==> config.mk <==
export PLATFORM = sky130hd
export DESIGN_NAME = pc_sequencer_flat
export DESIGN_NICKNAME = d
export VERILOG_FILES = /design/src/rtl/pc_sequencer_if.sv /design/src/rtl/pc_sequencer.sv /design/src/flat_wrapper.sv
export SDC_FILE = /design/constraint.sdc
export NUM_CORES = 1
export LEC_CHECK = 0
export ABC_CLOCK_PERIOD_IN_PS = 7000
export CORE_ASPECT_RATIO = 1.25
export CORE_MARGIN = 4
export CORE_UTILIZATION = 50
export CTS_CLUSTER_SIZE = 12
export DETAILED_ROUTE_END_ITERATION = 7
export HOLD_SLACK_MARGIN = 0.1
export MAX_ROUTING_LAYER = met4
export PLACE_DENSITY = 0.86
export SKIP_CTS_REPAIR_TIMING = 1
export SLEW_MARGIN = 0
export SYNTH_ARGS = -nofsm -noshare
export SYNTH_HDL_FRONTEND = slang
export SYNTH_SLANG_ARGS = --single-unit
export TNS_END_PERCENT = 5
==> constraint.sdc <==
create_clock -name clk -period 7 [get_ports clk]
set_input_delay 2.1 -clock clk [delete_from_list [all_inputs] [get_ports clk]]
set_output_delay 2.1 -clock clk [all_outputs]
set_load 0.03 [all_outputs]
==> src/rtl/pc_sequencer_if.sv <==
// Handshake bundle between the core control logic and the PC sequencer.
// master = core side driving requests; slave = sequencer driving fetch state.
interface pc_sequencer_if #(
    parameter int unsigned WIDTH     = 32,
    parameter int unsigned CNT_WIDTH = 32
);
    logic                 stall;
    logic                 redirect_valid;
    logic [WIDTH-1:0]     redirect_target;
    logic                 trap_req;
    logic                 mret_req;
    logic                 halt_req;
    logic                 resume_req;
    logic [WIDTH-1:0]     pc;
    logic [WIDTH-1:0]     pc_plus4;
    logic [WIDTH-1:0]     epc;
    logic                 fetch_valid;
    logic                 halted;
    logic                 misaligned;
    logic [CNT_WIDTH-1:0] instret;

    modport master (
        output stall, redirect_valid, redirect_target, trap_req, mret_req,
               halt_req, resume_req,
        input  pc, pc_plus4, epc, fetch_valid, halted, misaligned, instret
    );

    modport slave (
        input  stall, redirect_valid, redirect_target, trap_req, mret_req,
               halt_req, resume_req,
        output pc, pc_plus4, epc, fetch_valid, halted, misaligned, instret
    );
endinterface

==> src/rtl/pc_sequencer.sv <==
// Program-counter sequencer: next-PC selection, trap/mret, debug halt, instret.
// Optional macro PC_ALIGN_CHECK_EN turns misaligned redirects into traps.
module pc_sequencer #(
    parameter int unsigned         WIDTH        = 32,
    parameter logic [WIDTH-1:0]    RESET_VECTOR = '0,
    parameter logic [WIDTH-1:0]    TRAP_VECTOR  = WIDTH'(32'h0000_0100),
    parameter int unsigned         CNT_WIDTH    = 32
) (
    input  logic             clk,
    input  logic             rst,
    pc_sequencer_if.slave    bus
);

    typedef enum logic [1:0] {
        BOOT = 2'd0,
        RUN  = 2'd1,
        HALT = 2'd2
    } state_t;

    state_t               state_q, state_d;
    logic [WIDTH-1:0]     pc_q, pc_d;
    logic [WIDTH-1:0]     epc_q, epc_d;
    logic [CNT_WIDTH-1:0] instret_q, instret_d;
    logic [WIDTH-1:0]     pc_plus4;
    logic                 misalign_trap;

    assign pc_plus4 = pc_q + WIDTH'(4);

`ifdef PC_ALIGN_CHECK_EN
    // Only a redirect that actually wins the priority can become a misalign trap.
    assign misalign_trap = (state_q == RUN) && bus.redirect_valid
                           && !bus.trap_req && !bus.mret_req
                           && (bus.redirect_target[1:0] != 2'b00);
`else
    assign misalign_trap = 1'b0;
`endif

    always_comb begin
        state_d   = state_q;
        pc_d      = pc_q;
        epc_d     = epc_q;
        instret_d = instret_q;
        unique case (state_q)
            BOOT: state_d = RUN;
            RUN: begin
                if (bus.trap_req) begin
                    pc_d  = TRAP_VECTOR;
                    epc_d = pc_q;
                end else if (bus.mret_req) begin
                    pc_d = epc_q;
                end else if (bus.redirect_valid) begin
                    if (misalign_trap) begin
                        pc_d  = TRAP_VECTOR;
                        epc_d = pc_q;
                    end else begin
                        pc_d = bus.redirect_target & ~WIDTH'(3);
                    end
                end else if (!bus.stall) begin
                    pc_d = pc_plus4;
                end
                if (!bus.stall && !bus.trap_req && !misalign_trap)
                    instret_d = instret_q + CNT_WIDTH'(1);
                if (bus.halt_req)
                    state_d = HALT;
            end
            HALT: begin
                if (bus.resume_req)
                    state_d = RUN;
            end
            default: state_d = BOOT;
        endcase
    end

    always_ff @(posedge clk) begin
        if (rst) begin
            state_q   <= BOOT;
            pc_q      <= RESET_VECTOR;
            epc_q     <= '0;
            instret_q <= '0;
        end else begin
            state_q   <= state_d;
            pc_q      <= pc_d;
            epc_q     <= epc_d;
            instret_q <= instret_d;
        end
    end

    assign bus.pc          = pc_q;
    assign bus.pc_plus4    = pc_plus4;
    assign bus.epc         = epc_q;
    assign bus.fetch_valid = (state_q == RUN);
    assign bus.halted      = (state_q == HALT);
    assign bus.misaligned  = misalign_trap;
    assign bus.instret     = instret_q;

endmodule

==> src/flat_wrapper.sv <==
// flat-port wrapper written by rule: the top's interface ports become plain ports
module pc_sequencer_flat 
#(
    parameter int unsigned         WIDTH        = 32,
    parameter logic [WIDTH-1:0]    RESET_VECTOR = '0,
    parameter logic [WIDTH-1:0]    TRAP_VECTOR  = WIDTH'(32'h0000_0100),
    parameter int unsigned         CNT_WIDTH    = 32
)
  (clk, rst, bus_stall, bus_redirect_valid, bus_redirect_target, bus_trap_req, bus_mret_req, bus_halt_req, bus_resume_req, bus_pc, bus_pc_plus4, bus_epc, bus_fetch_valid, bus_halted, bus_misaligned, bus_instret);
  pc_sequencer_if #(.WIDTH(WIDTH), .CNT_WIDTH(CNT_WIDTH)) bus_i ();
  input  logic clk;
  input  logic rst;
  input wire logic [$bits(bus_i.stall)-1:0] bus_stall;
  input wire logic [$bits(bus_i.redirect_valid)-1:0] bus_redirect_valid;
  input wire logic [$bits(bus_i.redirect_target)-1:0] bus_redirect_target;
  input wire logic [$bits(bus_i.trap_req)-1:0] bus_trap_req;
  input wire logic [$bits(bus_i.mret_req)-1:0] bus_mret_req;
  input wire logic [$bits(bus_i.halt_req)-1:0] bus_halt_req;
  input wire logic [$bits(bus_i.resume_req)-1:0] bus_resume_req;
  output wire logic [$bits(bus_i.pc)-1:0] bus_pc;
  output wire logic [$bits(bus_i.pc_plus4)-1:0] bus_pc_plus4;
  output wire logic [$bits(bus_i.epc)-1:0] bus_epc;
  output wire logic [$bits(bus_i.fetch_valid)-1:0] bus_fetch_valid;
  output wire logic [$bits(bus_i.halted)-1:0] bus_halted;
  output wire logic [$bits(bus_i.misaligned)-1:0] bus_misaligned;
  output wire logic [$bits(bus_i.instret)-1:0] bus_instret;
  assign bus_i.stall = bus_stall;
  assign bus_i.redirect_valid = bus_redirect_valid;
  assign bus_i.redirect_target = bus_redirect_target;
  assign bus_i.trap_req = bus_trap_req;
  assign bus_i.mret_req = bus_mret_req;
  assign bus_i.halt_req = bus_halt_req;
  assign bus_i.resume_req = bus_resume_req;
  assign bus_pc = bus_i.pc;
  assign bus_pc_plus4 = bus_i.pc_plus4;
  assign bus_epc = bus_i.epc;
  assign bus_fetch_valid = bus_i.fetch_valid;
  assign bus_halted = bus_i.halted;
  assign bus_misaligned = bus_i.misaligned;
  assign bus_instret = bus_i.instret;
  pc_sequencer #(.WIDTH(WIDTH), .RESET_VECTOR(RESET_VECTOR), .TRAP_VECTOR(TRAP_VECTOR), .CNT_WIDTH(CNT_WIDTH)) u_core (.clk(clk), .rst(rst), .bus(bus_i));
endmodule
==> metrics.md <==
| Metric | Value |
|---|---|
| Biggest area consumer among synthesized cells | `dfxtp_1` |
| Antenna cells | `0` |
| Met1 WL | `6370 um` |
| Maxcap violations | `0` |
| # IOs | `171` |
| Clock Skews | `8.93 ps` |
| Crit path cell chain | `ha_1, nand4_1, or2_1, or4_1, xnor2_1, clkdlybuf4s50_1` |
| Top sig layer | `met4` |
| CP Max Fanout | `9` |
| Top FF cell, synth | `dfxtp_1` |
| Share of flip-flops with an asynchronous set or reset | `0` |
| Die width | `98.9 um` |
| Cell Rows | `41` |
| H-tree depth | `3` |
| DRT antenna net count | `0` |
| Final Max Tran Viols | `0` |
| Hold crit path type | `flip-flop to flip-flop` |
| Power Density | `167 nW/um^2` |
| Main area contributors after synthesis | `dfxtp_1 (38%), nand2_1 (7.2%), xnor2_1 (6.3%)` |
| Worst slew pin tran | `1110 ps` |
| Fmax | `187 MHz` |
| Hold Crit Start | `u_core.bus.epc[3]` |
| Core area | `10,100 sq um` |
| Vias | `5,552` |
| Crit path DAT | `3260 ps` |
| Post-Syn Instances | `660` |
| Antenna violations before repair | `0` |
| TritonCTS clock tree | `done` |
| RR Startpoint | `u_core.bus.instret[3]` |
| Sink Count | `98` |
| Top-area cell type share of the netlist area | `0.380` |
| Crit path from | `u_core.bus.pc[2]` |
| Min Tclk post-route | `5360 ps` |
| Leak Pwr | `2.39 nW` |
| Slowest CP cell | `clkdlybuf4s50_1` |
| CP Class | `flip-flop to output port` |
| Starting Density | `0.511` |
| Crit start category | `flip-flop` |
| Metal2 WL | `8410 um` |
| Nets | `833` |
| Final setup viols | `0` |
| Seq/Total Area, Yosys | `0.380` |
| Syn_nets | `702` |
| #FFs+latches synth | `98` |
| Netlist cell types | `61` |
| Worst-Skew Late Latency | `350 ps` |
| Setup tns final | `0 ps` |
| Worst Path Required | `4900 ps` |
| Syn_area_per_cell | `7.83 sq um` |
| Share of layout cells above drive strength 1 | `0.0314` |
| Max-slew headroom | `0.256` |
| WL/cell | `18.2 um` |
| Layout area overhead | `37.2%` |
| Setup crit end kind | `output port` |
| Die Ht | `122 um` |
| Fin. Hold Viols | `0` |
| Initial DRC Count | `502` |
| Overall Global Routing Usage | `0.278` |
| TritonRoute pass-1 iters | `5` |
| Crit-path max cell delay | `720 ps` |
| Most numerous cell in the Yosys netlist | `nand2_1` |
| RSZ-0062 raised after global routing | `false` |
| Design Power | `1.18 mW` |
| Yosys warns | `0` |
| Gr ovfl total | `0` |
| WL final | `16,800 um` |
| DP Wirelength | `12,200 um` |
| Crit share post-route | `0.766` |
| RD Place Congestion | `0.982` |
| Worst vdd ir | `0.000129 V` |
| Worst-path clk slew | `60 ps` |
| Root Buffer | `clkbuf_16` |
| DRC violations left | `0` |
| TritonCTS buffer count | `9` |
| Metal3 WL | `1380 um` |
| Via density | `6.00` |
| Global-route wire length before repair | `26,600 um` |
| Largest net degree at the start of global routing | `80` |
| Mapped cell area | `5160 sq um` |
| Status | `finished clean` |
| Full die area | `12,000 sq um` |
| Clock buffer depth | `2` |
| Top cells by count, synth | `nand2_1 (99), dfxtp_1 (98), nor2_1 (62)` |
| Vias in the first global route | `5,336` |
| Post-synth EDFFs | `0` |
| I/O Buffers | `167` |
| Layout fillers | `817` |
critical path: cells and delay by family (launching register included):
family                   cells  cell delay [ps]
AND/OR/NAND/NOR              3             1070
adder cells (fa/ha/maj)      1              320
buffers and inverters        1              720
flip-flops                   1              540
XOR/XNOR                     1              260
power breakdown:
| part | total, mW | internal, mW | switching [mW] | leakage [nW] |
|---|---|---|---|---|
| logic | 0.146 | 0.0563 | 0.0901 | 1.47 |
| clock network | 0.463 | 0.249 | 0.214 | 0.131 |
| registers | 0.575 | 0.564 | 0.0111 | 0.791 |
per-layer routing:
layer  vias up  GRT usage
li1       2611          -
met1      2591      0.314
met2       295      0.475
met3        55     0.0504
met4         0      0.135
met5         -          -
path summary, 6_finish.rpt:
check / to / slack (ps) / cells after the start
setup / recovery: bus_pc_plus4[30] / 1640 / 6
hold / removal: u_core.bus.epc[3] / 480 / 2
setup reg to reg: u_core.bus.instret[29] / 4450 / 5
hold reg to reg: u_core.bus.epc[3] / 480 / 2
cell usage in the layout (no fill, tap or decap), drive strengths merged, types with 4 or more instances in the layout:
cell type and instances:
inv 17, xnor2 37, a221o 4, clkbuf 11, or3 5, a21oi 47, o22ai 4, nand2 99
nor3 14, nor4 19, a22oi 15, buf 6, and3 6, o21ai 28, a22o 12, and4 12
nand3 23, a21o 4, xor2 17, nand2b 13, dfxtp 98, nand4 17, mux2i 7, clkdlybuf4s50 166
nor2 62
registers in the layout (all words and copies together), names as in the netlist:
signal / flops
u_core.bus.epc: 32
u_core.state_q: 2
u_core.bus.pc: 32
u_core.bus.instret: 32
cells by family after synthesis:
group,share of synthesized area
buffers and inverters,0.0545
flip-flops,0.380
adder cells (fa/ha/maj),0.00484
AO/OA/AOI/OAI,0.186
AND/OR/NAND/NOR,0.269
other,0.000726
multiplexers,0.0136
XOR/XNOR,0.0916
cell type report:
cell class	count	area, sq um	share of cell area
Inverter	17	63.8	0.00901
Clock buffer	11	243	0.0343
Multi-Input combinational cell	493	2920	0.412
Timing Repair Buffer	172	1700	0.241
Sequential cell	98	1960	0.277
Clock inverter	5	30.0	0.00424
Tap cell	129	161	0.0228
stage by stage:
step / area, sq um / util / std cells / setup slack, ps / hold slack [ps]
floorplan: 5160 / - / 660 / 2480 / 553
global placement: 6810 / 0.674 / 909 / 2120 / 458
detailed placement: 6810 / 0.674 / 909 / 2050 / 463
CTS: 7090 / 0.701 / 925 / 1680 / 476
global route: 7090 / 0.701 / 925 / 1550 / 500
finish: 7090 / 0.701 / 925 / 1640 / 476
No activity file was read; power rests on OpenSTA's default activity.
